--- src/rtl/mem_access_pkg.sv ---
// Shared defaults, FSM state type and latched-request layout for the data-memory initiator.
package mem_access_pkg;

  localparam int DEF_ADDR_W = 5;
  localparam int DEF_DATA_W = 8;
  localparam int DEF_RD_LAT = 1;

  typedef enum logic [2:0] {
    ST_IDLE    = 3'd0,
    ST_WR      = 3'd1,
    ST_RD      = 3'd2,
    ST_RD_WAIT = 3'd3,
    ST_RSP     = 3'd4
  } mem_ctrl_state_t;

  // Field widths follow the package defaults; the controller is built at these widths.
  typedef struct packed {
    logic                  we;
    logic [DEF_ADDR_W-1:0] addr;
    logic [DEF_DATA_W-1:0] wdata;
  } mem_req_t;

endpackage

--- src/rtl/mem_access_ctrl.sv ---
// CPU data-memory initiator: single load/store over valid/ready, drives a 32x8 sync memory.
// Latency: store 1 cycle accept->rsp_valid, load 2+RD_LAT-1; MEM_ACCESS_CTRL_WR_VERIFY_EN adds a read-back on stores.
// Backpressure: req_ready only in IDLE; rsp_valid is a single pulse with no response backpressure.
module mem_access_ctrl
  import mem_access_pkg::*;
#(
  parameter int ADDR_W = DEF_ADDR_W,
  parameter int DATA_W = DEF_DATA_W,
  parameter int RD_LAT = DEF_RD_LAT
) (
  input  logic              clk,
  input  logic              rst,
  input  logic              req_valid,
  output logic              req_ready,
  input  logic              req_we,
  input  logic [ADDR_W-1:0] req_addr,
  input  logic [DATA_W-1:0] req_wdata,
  output logic              rsp_valid,
  output logic [DATA_W-1:0] rsp_rdata,
  output logic              rsp_err,
  output logic              mem_rd,
  output logic              mem_wr,
  output logic [ADDR_W-1:0] mem_add,
  output logic [DATA_W-1:0] mem_din,
  input  logic [DATA_W-1:0] mem_dout
);

  localparam int CNT_W = (RD_LAT > 1) ? $clog2(RD_LAT) : 1;

  mem_ctrl_state_t  state;
  mem_req_t         req_q;
  logic [CNT_W-1:0] lat_cnt;
  logic             accept;
  logic             rd_done;

  assign req_ready = (state == ST_IDLE);
  assign accept    = req_valid && req_ready;
  assign rd_done   = (state == ST_RD_WAIT) && (lat_cnt == '0);

  // The latched request doubles as the memory address/data registers; wdata is only
  // reloaded on stores so mem_din keeps the last written value across loads.
  assign mem_add = req_q.addr;
  assign mem_din = req_q.wdata;

  always_ff @(posedge clk) begin
    if (!rst) begin
      state     <= ST_IDLE;
      req_q     <= '0;
      lat_cnt   <= '0;
      mem_rd    <= 1'b0;
      mem_wr    <= 1'b0;
      rsp_valid <= 1'b0;
      rsp_rdata <= '0;
    end else begin
      mem_rd    <= 1'b0;
      mem_wr    <= 1'b0;
      rsp_valid <= 1'b0;
      case (state)
        ST_IDLE: begin
          if (accept) begin
            req_q.we   <= req_we;
            req_q.addr <= req_addr;
            if (req_we) begin
              req_q.wdata <= req_wdata;
              mem_wr      <= 1'b1;
              state       <= ST_WR;
            end else begin
              mem_rd <= 1'b1;
              state  <= ST_RD;
            end
          end
        end
        ST_WR: begin
`ifdef MEM_ACCESS_CTRL_WR_VERIFY_EN
          mem_rd <= 1'b1;
          state  <= ST_RD;
`else
          rsp_valid <= 1'b1;
          state     <= ST_RSP;
`endif
        end
        ST_RD: begin
          lat_cnt <= CNT_W'(RD_LAT - 1);
          state   <= ST_RD_WAIT;
        end
        ST_RD_WAIT: begin
          if (rd_done) begin
            rsp_valid <= 1'b1;
            state     <= ST_RSP;
            // Verify read-backs of a store must not disturb the last load value.
            if (!req_q.we)
              rsp_rdata <= mem_dout;
          end else begin
            lat_cnt <= lat_cnt - CNT_W'(1);
          end
        end
        ST_RSP:  state <= ST_IDLE;
        default: state <= ST_IDLE;
      endcase
    end
  end

`ifdef MEM_ACCESS_CTRL_WR_VERIFY_EN
  logic rsp_err_q;

  always_ff @(posedge clk) begin
    if (!rst)
      rsp_err_q <= 1'b0;
    else
      rsp_err_q <= rd_done && req_q.we && (mem_dout != req_q.wdata);
  end

  assign rsp_err = rsp_err_q;
`else
  assign rsp_err = 1'b0;
`endif

  a_strobe_exclusive: assert property (@(posedge clk) disable iff (!rst) !(mem_rd && mem_wr));

endmodule

--- config.mk ---
export PLATFORM = sky130hd
export DESIGN_NAME = mem_access_ctrl
export DESIGN_NICKNAME = d
export VERILOG_FILES = /design/src/rtl/mem_access_pkg.sv /design/src/rtl/mem_access_ctrl.sv
export SDC_FILE = /design/constraint.sdc
export NUM_CORES = 1
export LEC_CHECK = 0
export ABC_AREA = 1
export BUFFER_PORTS_ARGS = -buffer_cell sky130_fd_sc_hd__clkbuf_2
export CORE_UTILIZATION = 51
export DETAILED_ROUTE_END_ITERATION = 6
export GPL_TIMING_DRIVEN = 0
export PLACE_DENSITY_LB_ADDON = 0.3
export SYNTH_ARGS = -nofsm -noshare
export SYNTH_HDL_FRONTEND = slang
export SYNTH_SLANG_ARGS = --single-unit
--- constraint.sdc ---
create_clock -name clk -period 2.8 [get_ports clk]
set_input_delay 0.14 -clock clk [delete_from_list [all_inputs] [get_ports clk]]
set_output_delay 0.14 -clock clk [all_outputs]
set_load 0.03 [all_outputs]
==> results.py <==
metrics = {
    "layout": {
        "diodes": 0,
        "finalNonFillerCells": 262,
        "post-route-util_pct": 70.0,
        "drive_gt1_share_pct": 32.9,
        "nFillCells": 226,
        "seqCellArea_um2": 581,
        "multi_input_area_um2": 462,
        "syn_to_final_growth_pct": 25.4,
        "fin_nets": 259,
    },
    "floorplanning": {
        "num_rows": 17,
        "die_height_um": 52.1,
        "die_x_um": 52.1,
        "ioPinCount": 51,
        "start_util_pct": 55.8,
        "core_mm2": 0.00230,
        "dieArea_mm2": 0.00272,
    },
    "timing": {
        "finalSetupTns_ns": 0,
        "rsz0062_at_grt": "no",
        "skew_ns": 0.00307,
        "min_period_ns": 1.46,
        "worst_slack_ns": 1.34,
        "maxSlewViolCount": 0,
        "setup-violations-final": 0,
        "fmax_mhz": 685,
        "period_share_pct": 52.2,
        "finalHoldViolations": 0,
        "hold_slack_ns": 0.0425,
    },
    "clocking": {
        "hold_buffers": 0,
        "cts.reportedPaths.clkPinSlew_ns": 0.09,
        "cts_resized": 0,
        "numCtsBuffers": 5,
        "tritoncts": "built",
        "cts_htree_levels": 2,
        "cts.path.max_buffers": 2,
        "clock_latency_ns": 0.32,
        "cts_setup_buffers": 0,
        "cts.sinks": 29,
        "clock-root-buffer": "clkbuf_4",
    },
    "critical_path": {
        "crit_path_start_kind": "register",
        "cp_max_fo": 6,
        "slowest_delay_ns": 0.36,
        "worstSetupPathType": "reg2out",
        "slowest_stage": "dfxtp_1",
        "crit_chain": "nor2_4 > nand2_1 > inv_1 > clkbuf_2",
        "cp.arrival_ns": 1.32,
        "setup.worst_path.end_class": "primary output",
        "critPathRequiredTime_ns": 2.66,
    },
    "grt": {
        "grt_usage_pct": 19.9,
        "grt_max_degree": 11,
        "antenna_found_initial": 0,
        "grt_pass1_wl_um": 3860,
        "grt_pass1_vias": 980,
        "top_usage_layer": "met2",
        "use_met1_pct": 22.4,
        "grt_overflow": 0,
        "met2_usage_pct": 32.3,
        "met3_usage_pct": 7.02,
    },
    "power": {
        "vdd_drop_max_mv": 0.383,
        "leakagePower_nw": 0.903,
        "power_density_mw_per_mm2": 571,
    },
    "yosys": {
        "yosysSeqAreaShare_pct": 45.3,
        "syn_nets": 205,
        "synth_area_mm2": 0.00128,
        "ys_seq_elements": 29,
        "avgSynthCellArea_um2": 7.12,
        "ys_warn_count": 0,
        "synthCells": 180,
        "ys_types": 17,
    },
    "placed_design": {
        "io_buffer_count": 47,
        "dp_cells": 255,
        "hpwl_um": 1680,
        "dp_worst_setup_slack_ns": 1.65,
        "routabilityCongestion": 0.763,
    },
    "job": {
        "cap_violations": 0,
    },
    "detailed_routing": {
        "num_vias": 1166,
        "viasPerCell": 4.45,
        "ant_nets": 0,
        "routed_wl_um": 2350,
        "route.detailed.drc": 0,
        "dr.pass1.iters": 4,
        "drtIter0Drc": 16,
        "wire_per_inst_um": 8.98,
    },
    "worst_hold_path": {
        "min_path_type": "in2reg",
    },
    "status": {
        "status": "completed",
    },
}
-- path summary, 6_finish.rpt --
| path | endpoint | cells past startpoint | slack [ns] | start |
|---|---|---|---|---|
| max | req_ready | 4 | 1.34 | state[0] |
| min | mem_din[7] | 3 | 0.04 | req_wdata[7] |
| max reg2reg | mem_din[1] | 5 | 1.62 | state[0] |
| min reg2reg | mem_add[2] | 2 | 0.47 | mem_add[2] |
-- cells in the mapped netlist --
cell	instances	area [um^2]
buf_4	14	105
a21oi_1	5	25.0
nand3_1	10	50.1
a21oi_2	1	8.76
nor2_4	2	22.5
o21ai_0	1	5.00
nor3_1	3	15.0
clkbuf_1	1	3.75
buf_6	2	22.5
inv_1	25	93.8
nand2_2	1	6.26
nor2_1	35	131
nand4_4	1	21.3
buf_2	3	15.0
conb_1	1	3.75
dfxtp_1	29	581
nand2_1	46	173
-- metal layers --
metal | share of wire [%] | wire length, um | vias to the layer above
met2 | 45 | 1060 | 42
met4 | 2.0 | 48 | 0
met1 | 46 | 1080 | 488
met5 | 0 | 0 | -
li1 | - | - | 628
met3 | 6.9 | 162 | 8
-- critical path, delay by kind of cell, from the launching register on --
family,cells,cell delay (ns)
buffers and inverters,2,0.38
and+or+nand+nor,2,0.27
DFF,1,0.36
-- placed cells by master (no fill, tap or decap) --
| cell type | netlist | layout |
|---|---|---|
| clkbuf_2 | 0 | 47 |
| nand2_1 | 46 | 46 |
| nor2_1 | 35 | 35 |
| dfxtp_1 | 29 | 29 |
| inv_1 | 25 | 25 |
| buf_4 | 14 | 14 |
| nand3_1 | 10 | 10 |
| a21oi_1 | 5 | 5 |
| clkbuf_4 | 0 | 5 |
| buf_2 | 3 | 3 |
| nor3_1 | 3 | 3 |
| nor2_4 | 2 | 2 |
| buf_6 | 2 | 2 |
| clkbuf_1 | 1 | 2 |
| nand4_4 | 1 | 1 |
| a21oi_2 | 1 | 1 |
| nand2_2 | 1 | 1 |
| o21ai_0 | 1 | 1 |
| conb_1 | 1 | 1 |
| clkbuf_8 | 0 | 1 |
-- flip-flops by register name (all words and copies together) (netlist names) --
register   cells
mem_add        5
rsp_valid      1
mem_rd         1
mem_wr         1
state          3
lat_cnt        1
mem_din        8
req_q          1
rsp_rdata      8
-- metrics by stage --
step                      power [mW]  instance area, um^2
after floorplan                0.620                 1280
after global placement         0.672                 1550
after detailed placement       0.674                 1550
after CTS                      0.927                 1610
after global routing           0.974                 1610
final                          0.918                 1610
-- cell type report --
cell class,count,share of cell area [%]
sequential,29,36.1
inverter,25,5.84
buffer,20,9.11
tap,28,2.18
multi-input combinational,106,28.7
timing repair buffer,47,14.6
clock buffer,7,3.42
-- cell families after synthesis --
group	count (synthesis)	share of synthesized area [%]
other cells	1	0.292
flops	29	45.3
buf+inv	45	18.7
compound gates	7	3.02
simple gates	98	32.7
-- power breakdown --
part	internal (mW)	switching (mW)
logic	0.0800	0.131
clock network	0.118	0.136
registers	0.439	0.0149
total	0.637	0.281
No activity file was read; power rests on OpenSTA's default activity.
